$ cat src/rtl/mix_columns_iter.sv
// mix_columns_iter: iterative AES MixColumns stage sitting between ShiftRows and AddRoundKey.
// A state is accepted in IDLE, transformed COLS_PER_CYCLE columns per clock in BUSY (or passed
// through unchanged via BYPASS for the final round), then held in DONE until the sink accepts it.
//
// Optional build macro: MIX_COLUMNS_INVERSE_EN adds inv_sel and the InvMixColumns datapath.
//
// Ports:
//   clk        in   rising-edge clock
//   rst_n      in   asynchronous active-low reset
//   MixCol     in   128-bit ShiftRows state; column c = bits [127-32c -: 32], row 0 byte is MSB
//   in_valid   in   MixCol / last_round (/ inv_sel) are valid
//   in_ready   out  block can accept a state (IDLE only)
//   last_round in   1 = bypass, output equals input
//   inv_sel    in   (MIX_COLUMNS_INVERSE_EN only) 1 = InvMixColumns
//   out_valid  out  RoundOut is valid
//   out_ready  in   downstream accepts RoundOut
//   RoundOut   out  128-bit result, same byte layout as MixCol
module mix_columns_iter #(
  parameter int unsigned COLS_PER_CYCLE = 1
) (
  input  logic         clk,
  input  logic         rst_n,
  input  logic [127:0] MixCol,
  input  logic         in_valid,
  output logic         in_ready,
  input  logic         last_round,
`ifdef MIX_COLUMNS_INVERSE_EN
  input  logic         inv_sel,
`endif
  output logic         out_valid,
  input  logic         out_ready,
  output logic [127:0] RoundOut
);

  if (COLS_PER_CYCLE != 1 && COLS_PER_CYCLE != 2 && COLS_PER_CYCLE != 4) begin : g_bad_cols
    $error("mix_columns_iter: COLS_PER_CYCLE must be 1, 2 or 4");
  end

  // Counter step wraps to 0 when COLS_PER_CYCLE == 4; the increment is never used in that case.
  localparam logic [1:0] ColStep = 2'(COLS_PER_CYCLE);
  localparam logic [1:0] LastCol = 2'(4 - COLS_PER_CYCLE);

  typedef enum logic [1:0] {StIdle, StBusy, StBypass, StDone} fsm_e;

  fsm_e         fsm_q, fsm_d;
  logic [1:0]   col_q, col_d;
  logic [127:0] data_q, data_d;
  logic [1:0]   grp_idx;
  logic [6:0]   grp_base;
  logic [31:0]  old_col, new_col;

  function automatic logic [7:0] xtime(input logic [7:0] x);
    return {x[6:0], 1'b0} ^ (x[7] ? 8'h1b : 8'h00);
  endfunction

  function automatic logic [31:0] mix_fwd(input logic [31:0] col);
    logic [7:0] a0, a1, a2, a3;
    {a0, a1, a2, a3} = col;
    return {xtime(a0) ^ xtime(a1) ^ a1 ^ a2 ^ a3,
            a0 ^ xtime(a1) ^ xtime(a2) ^ a2 ^ a3,
            a0 ^ a1 ^ xtime(a2) ^ xtime(a3) ^ a3,
            xtime(a0) ^ a0 ^ a1 ^ a2 ^ xtime(a3)};
  endfunction

`ifdef MIX_COLUMNS_INVERSE_EN
  logic inv_q, inv_d;

  // Returns {0E*x, 0B*x, 0D*x, 09*x}.
  function automatic logic [31:0] inv_products(input logic [7:0] x);
    logic [7:0] x2, x4, x8;
    x2 = xtime(x);
    x4 = xtime(x2);
    x8 = xtime(x4);
    return {x8 ^ x4 ^ x2, x8 ^ x2 ^ x, x8 ^ x4 ^ x, x8 ^ x};
  endfunction

  function automatic logic [31:0] mix_inv(input logic [31:0] col);
    logic [31:0] p0, p1, p2, p3;
    p0 = inv_products(col[31:24]);
    p1 = inv_products(col[23:16]);
    p2 = inv_products(col[15:8]);
    p3 = inv_products(col[7:0]);
    return {p0[31:24] ^ p1[23:16] ^ p2[15:8]  ^ p3[7:0],
            p0[7:0]   ^ p1[31:24] ^ p2[23:16] ^ p3[15:8],
            p0[15:8]  ^ p1[7:0]   ^ p2[31:24] ^ p3[23:16],
            p0[23:16] ^ p1[15:8]  ^ p2[7:0]   ^ p3[31:24]};
  endfunction
`endif

  always_comb begin
    fsm_d     = fsm_q;
    col_d     = col_q;
    data_d    = data_q;
`ifdef MIX_COLUMNS_INVERSE_EN
    inv_d     = inv_q;
`endif
    grp_idx   = '0;
    grp_base  = '0;
    old_col   = '0;
    new_col   = '0;
    in_ready  = 1'b0;
    out_valid = 1'b0;
    RoundOut  = '0;

    case (fsm_q)
      StIdle: begin
        in_ready = 1'b1;
        if (in_valid) begin
          data_d = MixCol;
`ifdef MIX_COLUMNS_INVERSE_EN
          inv_d  = inv_sel;
`endif
          fsm_d  = last_round ? StBypass : StBusy;
        end
      end
      StBusy: begin
        for (int g = 0; g < int'(COLS_PER_CYCLE); g++) begin
          grp_idx  = col_q + 2'(g);
          // Column c lives at bits [(3-c)*32 +: 32]; ~c == 3-c for a 2-bit index.
          grp_base = {~grp_idx, 5'b00000};
          old_col  = data_q[grp_base +: 32];
`ifdef MIX_COLUMNS_INVERSE_EN
          new_col  = inv_q ? mix_inv(old_col) : mix_fwd(old_col);
`else
          new_col  = mix_fwd(old_col);
`endif
          data_d[grp_base +: 32] = new_col;
        end
        // Hold the counter on the last group; it is cleared only on DONE -> IDLE.
        if (col_q == LastCol) begin
          fsm_d = StDone;
        end else begin
          col_d = col_q + ColStep;
        end
      end
      StBypass: begin
        fsm_d = StDone;
      end
      StDone: begin
        out_valid = 1'b1;
        RoundOut  = data_q;
        if (out_ready) begin
          fsm_d = StIdle;
          col_d = '0;
        end
      end
      default: begin
        fsm_d = StIdle;
      end
    endcase
  end

  always_ff @(posedge clk or negedge rst_n) begin
    if (!rst_n) begin
      fsm_q  <= StIdle;
      col_q  <= '0;
      data_q <= '0;
    end else begin
      fsm_q  <= fsm_d;
      col_q  <= col_d;
      data_q <= data_d;
    end
  end

`ifdef MIX_COLUMNS_INVERSE_EN
  always_ff @(posedge clk or negedge rst_n) begin
    if (!rst_n) begin
      inv_q <= 1'b0;
    end else begin
      inv_q <= inv_d;
    end
  end
`endif

endmodule
$ cat config.mk
export PLATFORM = sky130hd
export DESIGN_NAME = mix_columns_iter
export DESIGN_NICKNAME = d
export VERILOG_FILES = /design/src/rtl/mix_columns_iter.sv
export SDC_FILE = /design/constraint.sdc
export NUM_CORES = 1
export LEC_CHECK = 0
export BUFFER_PORTS_ARGS = -buffer_cell sky130_fd_sc_hd__buf_2
export CORE_UTILIZATION = 40
export CTS_BUF_LIST = sky130_fd_sc_hd__clkbuf_16
export CTS_CLUSTER_DIAMETER = 40
export CTS_CLUSTER_SIZE = 30
export DETAILED_ROUTE_END_ITERATION = 10
export PLACE_DENSITY = 0.65
export SETUP_SLACK_MARGIN = 0.1
export SYNTH_ARGS = -nofsm -noshare
export SYNTH_HDL_FRONTEND = slang
export SYNTH_SLANG_ARGS = --single-unit
export TNS_END_PERCENT = 30
$ cat constraint.sdc
create_clock -name clk -period 2.7 [get_ports clk]
set_input_delay 0.135 -clock clk [delete_from_list [all_inputs] [get_ports clk]]
set_output_delay 0.135 -clock clk [all_outputs]
set_load 0.05 [all_outputs]
### After elaboration in Yosys (flattened, before gate mapping)

Cells that the tools add are included.
W data, S select, Z words.

* $add $sub $neg: 2
* equality and inequality tests: 8
* shift-type cells: 3
* multiplexer cells: 17
* bitwise logic cells: 21
* reductions and logical operators: 6

Operators with widths (count)
* $mux W128: 2
* $pmux W128 S2: 1
* $bwmux W128: 1
* $shift A32 B9 Y128 const A: 1
* $shiftx A128 B8 Y32: 1
* $shiftx A32 B9 Y128: 1
* $xor A8 B8 Y8: 16
* $xor A8 B5 Y8: 4
* $mux W5: 4
* $mux W2: 5
* $neg A7 Y9: 1
* $ne A2 B2 Y1 const B: 4
* $pmux W2 S4: 1
* $eq A2 B2 Y1 const B: 3
* $reduce_and A3 Y1: 2
* $pmux W2 S2: 1
* $reduce_bool A2 Y1: 2
* $add A2 B1 Y2 const B: 1
* $eq A2 B1 Y1 const B: 1
* $logic_not A2 Y1: 1
* $mux W1: 2
* $not A2 Y2: 1
* $reduce_and A2 Y1: 1

* register bits after elaboration: 132
* input bits: 133
* output and inout port bits: 130
* word-level logic and storage cells: 60

### Logic depth before layout (Yosys ltp)

Gate-level depths: netlist of run 1.

* word-level depth: 11
* depth in mapped cells: 9
* mapped depth without buffers: 6

### Worst setup path before layout of run 1

OpenSTA, ideal clock, no wires.

* path kind: register to register
* start: reg fsm_q[0]
* end: reg data_q[30]
* setup time: 91 ps
* arrival time: 2288 ps
* required time: 2609 ps
* slack: 321 ps
* cell stages (with the launch flop): 9
* path buffers: 2
* clock period less this slack: 2379 ps
* cell sequence: dfrtp_1 > inv_1 > ha_1 > mux2_2 > nand2_1 > or4_1 > clkbuf_1 > clkbuf_1 > o221ai_1

* word-level cells in the longest chain between the ends: 3
* elaborated cells on any way between the ends: 6
* those cells by class: eq/ne (2); mux (1); reduce/logical (3)

Ends and longest elaborated chain
* start: declaration: RTL line 45 `fsm_e fsm_q, fsm_d;`
* start signal: assignment: RTL line 155 `fsm_q <= StIdle;`
* start signal: assignment: RTL line 159 `fsm_q <= fsm_d;`
* $eq A2 B1 Y1 or $logic_not A2 Y1 (tied branches): RTL line 105 `case (fsm_q)`
* $reduce_bool A2 Y1 (no source line) or $ne A2 B2 Y1 (tied branches)
* $reduce_and A2 Y1 (no source line)
* end signal: assignment: RTL line 161 `data_q <= data_d;`
* end: declaration: RTL line 47 `logic [127:0] data_q, data_d;`

Parallel ways exist; a longest one is shown, timed or not.
A chain may end at the register's enable or synchronous reset.

### Worst setup path in the final report of run 1

* start: reg col_q[0]
* end: reg data_q[75]

* word-level cells in the longest chain between the ends: 11
* elaborated cells on any way between the ends: 31
* those cells by class: add/sub (1); shift (3); mux (6); bitwise (21)

Ends and longest elaborated chain
* start: declaration: RTL line 46 `logic [1:0] col_q, col_d;`
* start signal: assignment: RTL line 160 `col_q <= col_d;`
* $not A2 Y2 *: RTL line 120 `grp_base = {~grp_idx, 5'b00000};`
* $shiftx A128 B8 Y32: RTL line 121 `old_col = data_q[grp_base +: 32];`
* $mux W5: RTL line 53 `return {x[6:0], 1'b0} ^ (x[7] ? 8'h1b : 8'h00);`
* $xor A8 B5 Y8: RTL line 53
* $xor A8 B8 Y8, on equally long branches (4 in a row): RTL line 62, 59, 60
* $shiftx A32 B9 Y128: RTL line 127 `data_d[grp_base +: 32] = new_col;`
* $bwmux W128 *: RTL line 127
* $pmux W128 S2 *: RTL line 105

Every way passes the cells marked *; elsewhere a longest branch is shown, timed or not.

==> reports/qor.log, run 1 <==
INFO  sta            final_hold_vio_count=0
INFO  clocking       worst_skew_pair.late_latency=430ps
INFO  synth          yosys.area.top_type=dfrtp_1
INFO  clocking       post_cts_buffers=0
INFO  final_layout   layout-area-overhead-vs-synth=26.3%
INFO  synth          yosys.area_share.xor_xnor=15.1%
INFO  place          dpl-instance-area=10,600um^2
INFO  flow_run       drv.max_cap_violation_count=0
INFO  final_layout   postLayoutCoreUtil=51.4%
INFO  global_routing grt_antenna_before_repair=0
INFO  synth          synthArstFlopShare=100%
INFO  route          drt_antenna_net_count=0
INFO  floorplanning  die-height=151um
INFO  sta            max_clock_freq=400MHz
INFO  worst_hold_path min-delay-start=MixCol[124]
INFO  floorplanning  design.die.area=22,800um^2
INFO  clocking       cts_buffers=17
INFO  synth          ys_ff_latch=132
INFO  synth          synth_compound_area_share=13.6%
INFO  final_layout   nets=1,239
INFO  clocking       cts-root-to-sink-buffers=2
INFO  route          via_per_inst=5.64
INFO  synth          synth_sequential_area_ratio=37.2%
INFO  floorplanning  io_pins=263
INFO  synth          share_of_synthesized_area_spent_on_multiplexers=8.48%
INFO  worst_hold_path min_path_type=in -> reg
INFO  clocking       clock_sinks=132
INFO  worst_setup_path worstSetupStartpointType=register
INFO  sta            finalSetupViolations=0
INFO  sta            timing.clock.skew=10.4ps
INFO  clocking       clock_tree_from_tritoncts=yes
INFO  route          detail_route.first_pass.iterations=5
INFO  final_layout   fillerInstances=2,040
INFO  global_routing largest_net_degree_at_the_start_of_global_routing=72
INFO  final_layout   drive_gt1_share=34.1%
INFO  floorplanning  floorplan.die.width=151um
INFO  clocking       clkSlewWorstSetupHoldPaths=60ps
INFO  synth          top_cells_by_count_synth=nand2_1, dfrtp_1, and2_1, o221ai_1, clkbuf_1
INFO  sta            transition_time_at_the_pin_with_the_least_slew_margin=852ps
INFO  place          dp_hpwl=21,100um
INFO  floorplanning  floorplan.rows=54
INFO  synth          cell_variety_after_synth=37
INFO  place          place_congestion=0.851
INFO  global_routing globalRouteOverflowTotal=0
INFO  clocking       buffer_type_at_the_clock_tree_root=clkbuf_16
INFO  sta            finalSetupTns=0ps
INFO  final_layout   antenna_cells=0
INFO  synth          synth-simple-area-share=20.7%
INFO  status         run_status=finished, final reports clean
INFO  worst_setup_path timing_worst_setup_path_type=reg -> reg
INFO  sta            fin_crit=2500ps
INFO  sta            finalMaxSlewViolations=0
INFO  final_layout   finish.instance_area=11,200um^2
INFO  synth          number_of_enable_flip_flop_cells_after_synthesis=0
INFO  sta            slew_headroom=43.0%
INFO  synth          syn_inst=865
INFO  worst_setup_path origin_of_the_worst_setup_path=col_q[0]$_DFFE_PN0P_
INFO  floorplanning  initial_core_util=40.7%
INFO  synth          synth.most_common_cell=nand2_1
INFO  floorplanning  fp.coreArea=21,800um^2
INFO  global_routing grt_util_all_layers=26.0%
INFO  worst_setup_path crit_required=3040ps
INFO  worst_setup_path arrival=2840ps
INFO  worst_setup_path critical_path.endpoint_type=register
INFO  route          wirelength=29,000um
INFO  synth          synthesis.yosys.warnings=0
INFO  synth          most_used_dff_post_synth=dfrtp_1
INFO  synth          post_synth_main_area_contributors=dfrtp_1, o221ai_1, nand2_1, and2_1, xnor3_1
INFO  worst_setup_path regToRegStartpoint=col_q[0]$_DFFE_PN0P_
INFO  place          port_buffers=262
INFO  route          detail_route.wl_per_cell=20.9um
INFO  route          initial_drc_count=547
INFO  synth          synth_top_cell_area_share=37.2%
INFO  route          detail_route.drc_violations=0
INFO  worst_setup_path worstPathMaxFanout=21
INFO  sta            worst_slack_on_hold_paths=8.23ps
INFO  global_routing number_of_global_route_vias_before_repair=7,640
INFO  synth          syn-cell-area=8880um^2
INFO  sta            grt_setup_unrepaired=yes
INFO  synth          avgSynthCellArea=10.3um^2
INFO  synth          synth_top_family_by_area=simple AND/OR/NAND/NOR gates
INFO  route          num_vias=7,854
INFO  synth          synthesis.nets=1,005
INFO  synth          synth_adder_area_share=0.986%
INFO  clocking       htree_num_levels=4
INFO  global_routing wire_length_of_the_first_global_routing_pass=43,800um
INFO  sta            timing.final.crit_share=92.7%
[path summary, 6_finish.rpt]
check | endpoint | depth (start not counted) | slack (ps)
worst max-delay path | data_q[75]$_DFFE_PN0P_ | 5 | 200
worst min-delay path | data_q[124]$_DFFE_PN0P_ | 3 | 8
worst max register to register | data_q[75]$_DFFE_PN0P_ | 5 | 200
worst min register to register | data_q[4]$_DFFE_PN0P_ | 2 | 510
max in group asynchronous | data_q[76]$_DFFE_PN0P_ | 3 | 1610
min in group asynchronous | data_q[40]$_DFFE_PN0P_ | 2 | 290
[cell usage in the layout (no fill, tap or decap), drive strengths merged]
master	netlist	routed
a21boi	1	1
a22oi	1	1
a31oi	1	1
and2	128	128
buf	8	289
bufinv	0	4
clkbuf	68	17
clkinv	0	8
clkinvlp	0	2
dfrtp	132	132
dlygate4sd3	0	2
ha	7	7
inv	7	8
mux2	2	2
mux2i	1	1
mux4	32	32
nand2	262	262
nand2b	1	1
nand3	1	1
nand4	1	1
nand4b	1	1
nor2	3	3
o21ai	6	6
o221a	1	1
o221ai	128	128
or3	1	1
or4	1	1
xnor2	14	14
xnor3	36	36
xor2	13	13
xor3	8	8
[flip-flops by register name, summed over array words and instances (netlist names)]
register  flops
data_q      128
col_q         2
fsm_q         2
[final cells by class]
cell class | instances | area (um^2) | area share, %
repair buffers | 291 | 1620 | 14.4
flip-flops and latches | 132 | 3310 | 29.5
inverters | 7 | 28.8 | 0.257
clock inverters | 15 | 188 | 1.67
clock buffers | 17 | 425 | 3.79
multi-input cells | 650 | 5300 | 47.3
well taps | 280 | 350 | 3.12
[layer usage]
layer	GRT usage (%)	share of wire (%)
met1	36.6	44
met2	40.0	46
met3	4.58	7.3
met4	10.0	2.8
met5	0	0
[through the flow]
step	setup WS (ps)	instances
floorplan	321	865
global placement	231	1358
detailed placement	164	1358
CTS	132	1392
global route	71.5	1392
finish	197	1392
[repair_timing]
action                                 4_1_cts  5_1_grt
endpoints found under the hold margin       71        0
setup endpoints to repair                    0       21
gates resized for setup                      0        3
hold buffers                                 2        0
[logic make-up (layout without fill, tap and decap cells)]
logic type               after synthesis  count (layout)
AO/OA/AOI/OAI                        138             138
XOR/XNOR                              71              71
adder cells (fa/ha/maj)                7               7
buffers and inverters                 83             330
flip-flops                           132             132
multiplexers                          35              35
AND/OR/NAND/NOR                      399             399
[critical path, cell delays in order, from the launching register on]
cell and delay [ps]:
dfrtp_2 410, buf_12 230, mux4_2 690, xnor2_4 330, xnor3_1 510, o221ai_1 230
Power of run 1 is left out: the tool's default activity adds up to more than one toggle a clock period on the data nets, which glitch-free logic cannot reach.
==> run 2: changes to the inputs <==
- ABC_AREA: unset -> 1
- PLACE_DENSITY: 0.65 -> 0.64
- SLEW_MARGIN: unset -> 20
==> run 2 against run 1 <==
Effect of this change: clock-buffer cell count did not move; highest routed layer unchanged; core utilization increased by 0.56 points; routed wire length is 55% higher; sequential share of layout area fell by 4.4 points; worst hold slack got worse by 5.1 ps; sequential cell count did not move.
==> reports/qor.log, run 2 <==
INFO  worst_setup_path critical_path.endpoint_type=register [unchanged]
INFO  worst_setup_path worstSetupStartpointType=register [unchanged]
INFO  worst_setup_path worstPathCellList=inv_4 -> buf_12 -> buf_12 -> nand2_1 -> nand3_1 -> nand2_1 -> inv_2 -> nand2_1 -> nand2_1 -> inv_1 -> nand2_1 -> nand3b_1 -> nand2_1 -> nand4_1 -> a21oi_1 [was buf_12 -> mux4_2 -> xnor2_4 -> xnor3_1 -> o221ai_1]
INFO  sta            timing.final.crit_share=93.4% [was 92.7%]
INFO  synth          most_used_dff_post_synth=dfrtp_1 [unchanged]
INFO  floorplanning  floorplan.die.width=164um [was 151 um]
INFO  final_layout   max_flop_register=data_q [unchanged]
INFO  synth          synth_top_cell_area_share=31.6% [was 37.2%]
INFO  place          dp_hpwl=33,100um [was 21,100 um]
INFO  clocking       worst_skew_pair.late_latency=440ps [was 430 ps]
INFO  sta            finalMaxSlewViolations=0 [unchanged]
INFO  status         run_status=finished, final reports clean [unchanged]
INFO  sta            fin_crit=2520ps [was 2500 ps]
INFO  route          detail_route.drc_violations=0 [unchanged]
INFO  sta            finalSetupViolations=0 [unchanged]
INFO  sta            max_clock_freq=396MHz [was 400 MHz]
INFO  synth          syn_inst=1,769 [was 865]
INFO  final_layout   antenna_cells=0 [unchanged]
INFO  global_routing wire_length_of_the_first_global_routing_pass=67,500um [was 43,800 um]
INFO  synth          cell_variety_after_synth=29 [was 37]
INFO  floorplanning  die-height=164um [was 151 um]
INFO  route          num_vias=12.9k [was 7,854]
INFO  sta            slew_headroom=51.0% [was 43.0%]
INFO  synth          top_cells_by_count_synth=nand2_1, a21oi_1, inv_1, nand3_1, dfrtp_1 [was nand2_1, dfrtp_1, and2_1, o221ai_1, clkbuf_1]
INFO  sta            timing.clock.skew=13.6ps [was 10.4 ps]
INFO  floorplanning  io_pins=263 [unchanged]
INFO  worst_setup_path rrSetupSlack=180ps [was 200 ps]
INFO  sta            grt_setup_unrepaired=yes [unchanged]
INFO  floorplanning  fp.coreArea=25,400um^2 [was 21,800 um^2]
INFO  worst_setup_path critPathBufInv=5 [was 1]
INFO  worst_setup_path cell_family_with_most_cp_delay=simple AND/OR/NAND/NOR gates [was XOR/XNOR gates]
INFO  global_routing grt_antenna_before_repair=0 [unchanged]
INFO  final_layout   nets=2,168 [was 1,239]
INFO  global_routing number_of_global_route_vias_before_repair=11.7k [was 7,640]
INFO  place          dpl-instance-area=12,400um^2 [was 10,600 um^2]
INFO  clocking       htree_num_levels=4 [unchanged]
INFO  clocking       cts-root-to-sink-buffers=2 [unchanged]
INFO  global_routing grt_util_all_layers=33.5% [was 26.0%]
INFO  worst_setup_path crit_path_most_repeated_cell=nand2_1
INFO  worst_setup_path critPathSlowestCell=dfrtp_2 [was mux4_2]
INFO  place          place_congestion=0.980 [was 0.851]
INFO  synth          synthArstFlopShare=100% [unchanged]
INFO  clocking       buffer_type_at_the_clock_tree_root=clkbuf_16 [unchanged]
INFO  synth          yosys.area.top_type=dfrtp_1 [unchanged]
INFO  route          initial_drc_count=1,333 [was 547]
INFO  route          via_per_inst=5.46 [was 5.64]
INFO  clocking       clkSlewWorstSetupHoldPaths=70ps [was 60 ps]
INFO  route          wirelength=44,900um [was 29,000 um]
INFO  flow_run       drv.max_cap_violation_count=0 [unchanged]
INFO  final_layout   largest_register_ffs=128 [unchanged]
INFO  final_layout   highest_count_cells_in_the_layout_ignoring_fill_and_taps=nand2_1, a21oi_1, buf_2 [was nand2_1, buf_2, dfrtp_1]
INFO  final_layout   finish.instance_area=13,200um^2 [was 11,200 um^2]
INFO  synth          synth.most_common_cell=nand2_1 [unchanged]
INFO  route          detail_route.wl_per_cell=18.9um [was 20.9 um]
INFO  route          detail_route.first_pass.iterations=6 [was 5]
INFO  worst_setup_path arrival=2890ps [was 2840 ps]
INFO  floorplanning  floorplan.rows=58 [was 54]
INFO  route          drt_antenna_net_count=0 [unchanged]
INFO  global_routing globalRouteOverflowTotal=0 [unchanged]
INFO  floorplanning  design.die.area=26,800um^2 [was 22,800 um^2]
INFO  worst_hold_path min_path_type=in -> reg [unchanged]
INFO  synth          ys_ff_latch=132 [unchanged]
INFO  final_layout   layout-area-overhead-vs-synth=26.3% [about the same]
INFO  worst_setup_path crit_path_max_incr_delay=460ps [was 690 ps]
INFO  global_routing largest_net_degree_at_the_start_of_global_routing=101 [was 72]
INFO  synth          synthesis.yosys.warnings=0 [unchanged]
INFO  clocking       clock_tree_from_tritoncts=yes [unchanged]
INFO  synth          post_synth_main_area_contributors=dfrtp_1, nand2_1, a21oi_1, nand3_1, inv_1 [was dfrtp_1, o221ai_1, nand2_1, and2_1, xnor3_1]
INFO  final_layout   biggestRegsByFlops=data_q x128, col_q x2, fsm_q x2 [unchanged]
INFO  worst_setup_path timing_worst_setup_path_type=reg -> reg [unchanged]
INFO  final_layout   final-seq-area=3300um^2 [was 3310 um^2]
INFO  synth          avgSynthCellArea=5.90um^2 [was 10.3 um^2]
INFO  final_layout   fillerInstances=2,688 [was 2,040]
INFO  final_layout   postLayoutCoreUtil=51.9% [was 51.4%]
INFO  final_layout   mostFrequentLayoutCell=nand2_1
INFO  final_layout   drive_gt1_share=19.3% [was 34.1%]
INFO  worst_setup_path worstPathMaxFanout=17 [was 21]
INFO  place          port_buffers=262 [unchanged]
INFO  sta            finalSetupTns=0ps [unchanged]
INFO  synth          synth_sequential_area_ratio=31.6% [was 37.2%]
INFO  clocking       clock_sinks=132 [unchanged]
INFO  floorplanning  initial_core_util=41.1% [was 40.7%]
INFO  synth          syn-cell-area=10,400um^2 [was 8880 um^2]
INFO  final_layout   multi_input_gate_area_in_the_final_layout=6010um^2 [was 5300 um^2]
INFO  sta            transition_time_at_the_pin_with_the_least_slew_margin=733ps [was 852 ps]
INFO  synth          synthesis.nets=1,909 [was 1,005]
INFO  clocking       cts_buffers=17 [unchanged]
INFO  synth          number_of_enable_flip_flop_cells_after_synthesis=0 [unchanged]
INFO  worst_setup_path crit_required=3070ps [was 3040 ps]
INFO  sta            final_hold_vio_count=0 [unchanged]
run 2: path summary, 6_finish.rpt:
kind / startpoint / endpoint / cells past startpoint
worst min-delay path: MixCol[25] / data_q[25]$_DFFE_PN0P_ / 3
min in group asynchronous: rst_n / data_q[90]$_DFFE_PN0P_ / 2
worst max register to register: col_q[0]$_DFFE_PN0P_ / data_q[101]$_DFFE_PN0P_ / 15
worst max-delay path: col_q[0]$_DFFE_PN0P_ / data_q[101]$_DFFE_PN0P_ / 15
worst min register to register: data_q[29]$_DFFE_PN0P_ / data_q[29]$_DFFE_PN0P_ / 2
max in group asynchronous: rst_n / data_q[14]$_DFFE_PN0P_ / 3
run 2: repair_timing:
| item | 4_1_cts | 5_1_grt |
|---|---|---|
| buffers inserted | 0 | 0 |
| hold buffers | 20 | 0 |
| endpoints found under the hold margin | 44 | 0 |
| gates resized for setup | 0 | 7 |
| endpoints found under the setup margin | 0 | 34 |
run 2: final cells by class:
cell class                 instances  share of cell area [%]
clock buffer                      17                    3.23
clock inverter                    15                    1.02
inverter                         189                    5.42
multi-input combinational       1342                    45.6
sequential                       132                    25.1
tap                              330                    3.13
timing repair buffer             346                    16.5
run 2: cell families (layout without fill, tap and decap cells):
| kind of cell | after synthesis | after routing | share of synthesized area (%) |
|---|---|---|---|
| adders and majority gates | 7 | 7 | 0.839 |
| xor gates and xnor gates | 9 | 9 | 0.971 |
| buffers and inverters | 295 | 567 | 11.3 |
| and+or+nand+nor | 1034 | 1034 | 40.9 |
| DFF | 132 | 132 | 31.6 |
| AOI/OAI and AO/OA | 292 | 292 | 14.3 |
run 2: per-layer routing:
metal,vias up,wire length (um),part of all wire [%],track usage (%)
met5,-,0,0,0
met4,0,1030,2.3,9.76
met3,74,4410,9.8,7.24
met2,702,20000,45,50.9
met1,5984,19500,43,47.5
li1,6185,-,-,-
run 2: metrics by stage:
stage          setup WS (ps)  hold WS [ps]  instances
6_report                 177          3.16       2371
5_1_grt                 39.0          8.94       2371
4_1_cts                  210         0.134       2371
3_5_place_dp             240          84.7       2319
3_3_place_gp             275          89.5       2319
2_1_floorplan            289          -161       1769
run 2: tightest hold or removal path, stage by stage:
cell	delay [ps]
buf_2	80
a21oi_1	60
a21oi_1	130
Power of run 2 is left out for the same reason.
==> run 3: changes to the inputs <==
- CORE_UTILIZATION: 40 -> 50
- PLACE_DENSITY: 0.64 -> 0.77
==> run 3 against run 2 <==
Effect of this change: the run now ends with negative hold slack left; worst hold slack worse by 4.7 ps; global-route usage is 8.4 points higher; via count is 2.7% higher; setup slack better by 15 ps; critical path depth is 2 lower; critical endpoint is now data_q[33]$_DFFE_PN0P_.
==> reports/qor.log, run 3 (synthesis results as in run 2) <==
INFO  status         run_status=finished, violations left [was finished, final reports clean]
INFO  status         violated_checks=negative hold slack
INFO  worst_hold_path min_path_type=in -> reg [unchanged]
INFO  final_layout   drive_gt1_share=18.9% [was 19.3%]
INFO  sta            timing.clock.skew=17.5ps [was 13.6 ps]
INFO  clocking       cts_buffers=17 [unchanged]
INFO  sta            max_clock_freq=399MHz [was 396 MHz]
INFO  final_layout   max_flop_register=data_q [unchanged]
INFO  floorplanning  floorplan.die.width=147um [was 164 um]
INFO  route          num_vias=13.3k [was 12.9k]
INFO  place          dpl-instance-area=12,300um^2 [was 12,400 um^2]
INFO  floorplanning  floorplan.rows=52 [was 58]
INFO  worst_setup_path crit_required=3050ps [was 3070 ps]
INFO  sta            finalMaxSlewViolations=0 [unchanged]
INFO  final_layout   final-seq-area=3300um^2 [unchanged]
INFO  worst_setup_path crit_path_most_repeated_cell=nand2_1 [unchanged]
INFO  final_layout   largest_register_ffs=128 [unchanged]
INFO  place          dp_hpwl=33,500um [was 33,100 um]
INFO  global_routing wire_length_of_the_first_global_routing_pass=68,500um [was 67,500 um]
INFO  final_layout   nets=2,149 [was 2,168]
INFO  sta            slew_headroom=51.0% [about the same]
INFO  worst_setup_path critPathBufInv=1 [was 5]
INFO  worst_setup_path critical_path.endpoint_type=register [unchanged]
INFO  worst_setup_path cp.depth=13 [was 15]
INFO  sta            finalSetupViolations=0 [unchanged]
INFO  worst_setup_path timing_worst_setup_path_type=reg -> reg [unchanged]
INFO  worst_setup_path arrival=2860ps [was 2890 ps]
INFO  route          detail_route.drc_violations=0 [unchanged]
INFO  clocking       clkSlewWorstSetupHoldPaths=70ps [about the same]
INFO  global_routing largest_net_degree_at_the_start_of_global_routing=75 [was 101]
INFO  worst_setup_path crit_path_max_incr_delay=400ps [was 460 ps]
INFO  route          drt_antenna_net_count=0 [unchanged]
INFO  route          initial_drc_count=1,555 [was 1,333]
INFO  worst_hold_path hold_path_depth=3 [unchanged]
INFO  clocking       clock_tree_from_tritoncts=yes [unchanged]
INFO  global_routing number_of_global_route_vias_before_repair=12.4k [was 11.7k]
INFO  route          via_per_inst=5.80 [was 5.46]
INFO  clocking       worst_skew_pair.late_latency=440ps [about the same]
INFO  final_layout   highest_count_cells_in_the_layout_ignoring_fill_and_taps=nand2_1, a21oi_1, buf_2 [unchanged]
INFO  floorplanning  design.die.area=21,500um^2 [was 26,800 um^2]
INFO  floorplanning  io_pins=263 [unchanged]
INFO  sta            transition_time_at_the_pin_with_the_least_slew_margin=735ps [was 733 ps]
INFO  worst_setup_path worstPathMaxFanout=24 [was 17]
INFO  final_layout   layout-area-overhead-vs-synth=24.6% [was 26.3%]
INFO  worst_setup_path origin_of_the_worst_setup_path=col_q[0]$_DFFE_PN0P_ [unchanged]
INFO  place          place_congestion=0.983 [was 0.980]
INFO  global_routing globalRouteOverflowTotal=0 [unchanged]
INFO  floorplanning  fp.coreArea=20,400um^2 [was 25,400 um^2]
INFO  final_layout   biggestRegsByFlops=data_q x128, col_q x2, fsm_q x2 [unchanged]
INFO  worst_setup_path cell_family_with_most_cp_delay=simple AND/OR/NAND/NOR gates [unchanged]
INFO  clocking       cts-root-to-sink-buffers=2 [unchanged]
INFO  worst_setup_path rrSetupSlack=190ps [was 180 ps]
INFO  global_routing grt_util_all_layers=41.9% [was 33.5%]
INFO  clocking       htree_num_levels=4 [unchanged]
INFO  final_layout   fillerInstances=1,985 [was 2,688]
INFO  sta            timing.final.crit_share=92.9% [was 93.4%]
INFO  floorplanning  initial_core_util=51.3% [was 41.1%]
INFO  worst_setup_path critPathSlowestCell=dfrtp_2 [unchanged]
INFO  worst_setup_path timing_endpoint_of_the_critical_path=data_q[33]$_DFFE_PN0P_ [was data_q[101]$_DFFE_PN0P_]
INFO  worst_setup_path worstSetupStartpointType=register [unchanged]
INFO  final_layout   finish.instance_area=13,000um^2 [was 13,200 um^2]
INFO  worst_setup_path worstPathCellList=buf_4 -> nand2_1 -> nand2_1 -> nand2_1 -> nand2_2 -> nand2_1 -> nand2_1 -> nand3_1 -> nand2_1 -> nand2_1 -> nand2_1 -> nand4_1 -> a21oi_1 [was inv_4 -> buf_12 -> buf_12 -> nand2_1 -> nand3_1 -> nand2_1 -> inv_2 -> nand2_1 -> nand2_1 -> inv_1 -> nand2_1 -> nand3b_1 -> nand2_1 -> nand4_1 -> a21oi_1]
INFO  sta            fin_crit=2510ps [was 2520 ps]
INFO  worst_setup_path regToRegStartpoint=col_q[0]$_DFFE_PN0P_ [unchanged]
INFO  worst_setup_path reg2reg_path_depth=13 [was 15]
INFO  worst_setup_path worst_r2r_end=data_q[33]$_DFFE_PN0P_ [was data_q[101]$_DFFE_PN0P_]
INFO  floorplanning  die-height=147um [was 164 um]
INFO  clocking       clock_sinks=132 [unchanged]
INFO  route          wirelength=45,100um [was 44,900 um]
INFO  sta            final_hold_vio_count=1 [was 0]
INFO  global_routing grt_antenna_before_repair=0 [unchanged]
INFO  sta            finalSetupTns=0ps [unchanged]
INFO  final_layout   antenna_cells=0 [unchanged]
INFO  route          detail_route.first_pass.iterations=6 [unchanged]
INFO  sta            grt_setup_unrepaired=yes [unchanged]
INFO  final_layout   multi_input_gate_area_in_the_final_layout=6010um^2 [about the same]
INFO  flow_run       drv.max_cap_violation_count=0 [unchanged]
INFO  final_layout   mostFrequentLayoutCell=nand2_1 [unchanged]
INFO  clocking       buffer_type_at_the_clock_tree_root=clkbuf_16 [unchanged]
INFO  route          detail_route.wl_per_cell=19.7um [was 18.9 um]
INFO  place          port_buffers=262 [unchanged]
INFO  sta            worst_slack_on_hold_paths=-1.52ps [was 3.16 ps]
==> run 3: cell types whose count changed in the layout (fill, tap and decap cells not counted), sizes merged <==
| cell | before | now |
|---|---|---|
| dlygate4sd3 | 20 | 9 |
| buf | 326 | 318 |
| inv | 199 | 196 |
| bufinv | 0 | 1 |
| clkinv | 3 | 4 |
| clkinvlp | 2 | 3 |
==> run 3: worst min-delay path, stage by stage <==
cell and delay [ps]:
buf_2 70, a21oi_1 60, a21oi_1 130
==> run 3: final cells by class <==
cell class	instances	area share [%]
Multi-Input combinational cell	1342	46.2
Inverter	189	5.48
Timing Repair Buffer	327	15.8
Clock inverter	15	1.28
Clock buffer	17	3.27
Tap cell	270	2.60
Sequential cell	132	25.4
==> run 3: through the flow <==
step | utilization, % | std cells | setup WS [ps]
floorplan | - | 1769 | 289
CTS | 63.8 | 2292 | 154
detailed placement | 60.5 | 2251 | 164
finish | 63.9 | 2292 | 193
global route | 63.9 | 2292 | 57.9
global placement | 60.5 | 2251 | 198
==> run 3: worst min path at each step <==
stage               start                endpoint  slack [ps]
3_5_place_dp        rst_n  data_q[90]$_DFFE_PN0P_           8
4_1_cts        MixCol[71]  data_q[71]$_DFFE_PN0P_         0.3
3_3_place_gp        rst_n  data_q[90]$_DFFE_PN0P_           9
6_report       MixCol[71]  data_q[71]$_DFFE_PN0P_          -2
2_1_floorplan       rst_n    col_q[0]$_DFFE_PN0P_        -160
5_1_grt        MixCol[61]  data_q[61]$_DFFE_PN0P_          10
==> run 3: per-layer routing <==
layer | vias up | wire (um) | GRT usage, % | share of wire [%]
li1 | 6137 | - | - | -
met1 | 6179 | 18200 | 56.1 | 40
met2 | 872 | 19800 | 64.1 | 44
met3 | 112 | 5430 | 11.7 | 12
met4 | 0 | 1630 | 16.1 | 3.6
met5 | - | 0 | 0 | 0
==> run 3: repair_timing <==
| item | 4_1_cts | 5_1_grt |
|---|---|---|
| gates resized for setup | 0 | 3 |
| endpoints found under the setup margin | 0 | 22 |
| endpoints found under the hold margin | 140 | 0 |
| hold buffers | 9 | 0 |
| setup buffers | 0 | 0 |
Power of run 3 is left out for the same reason.
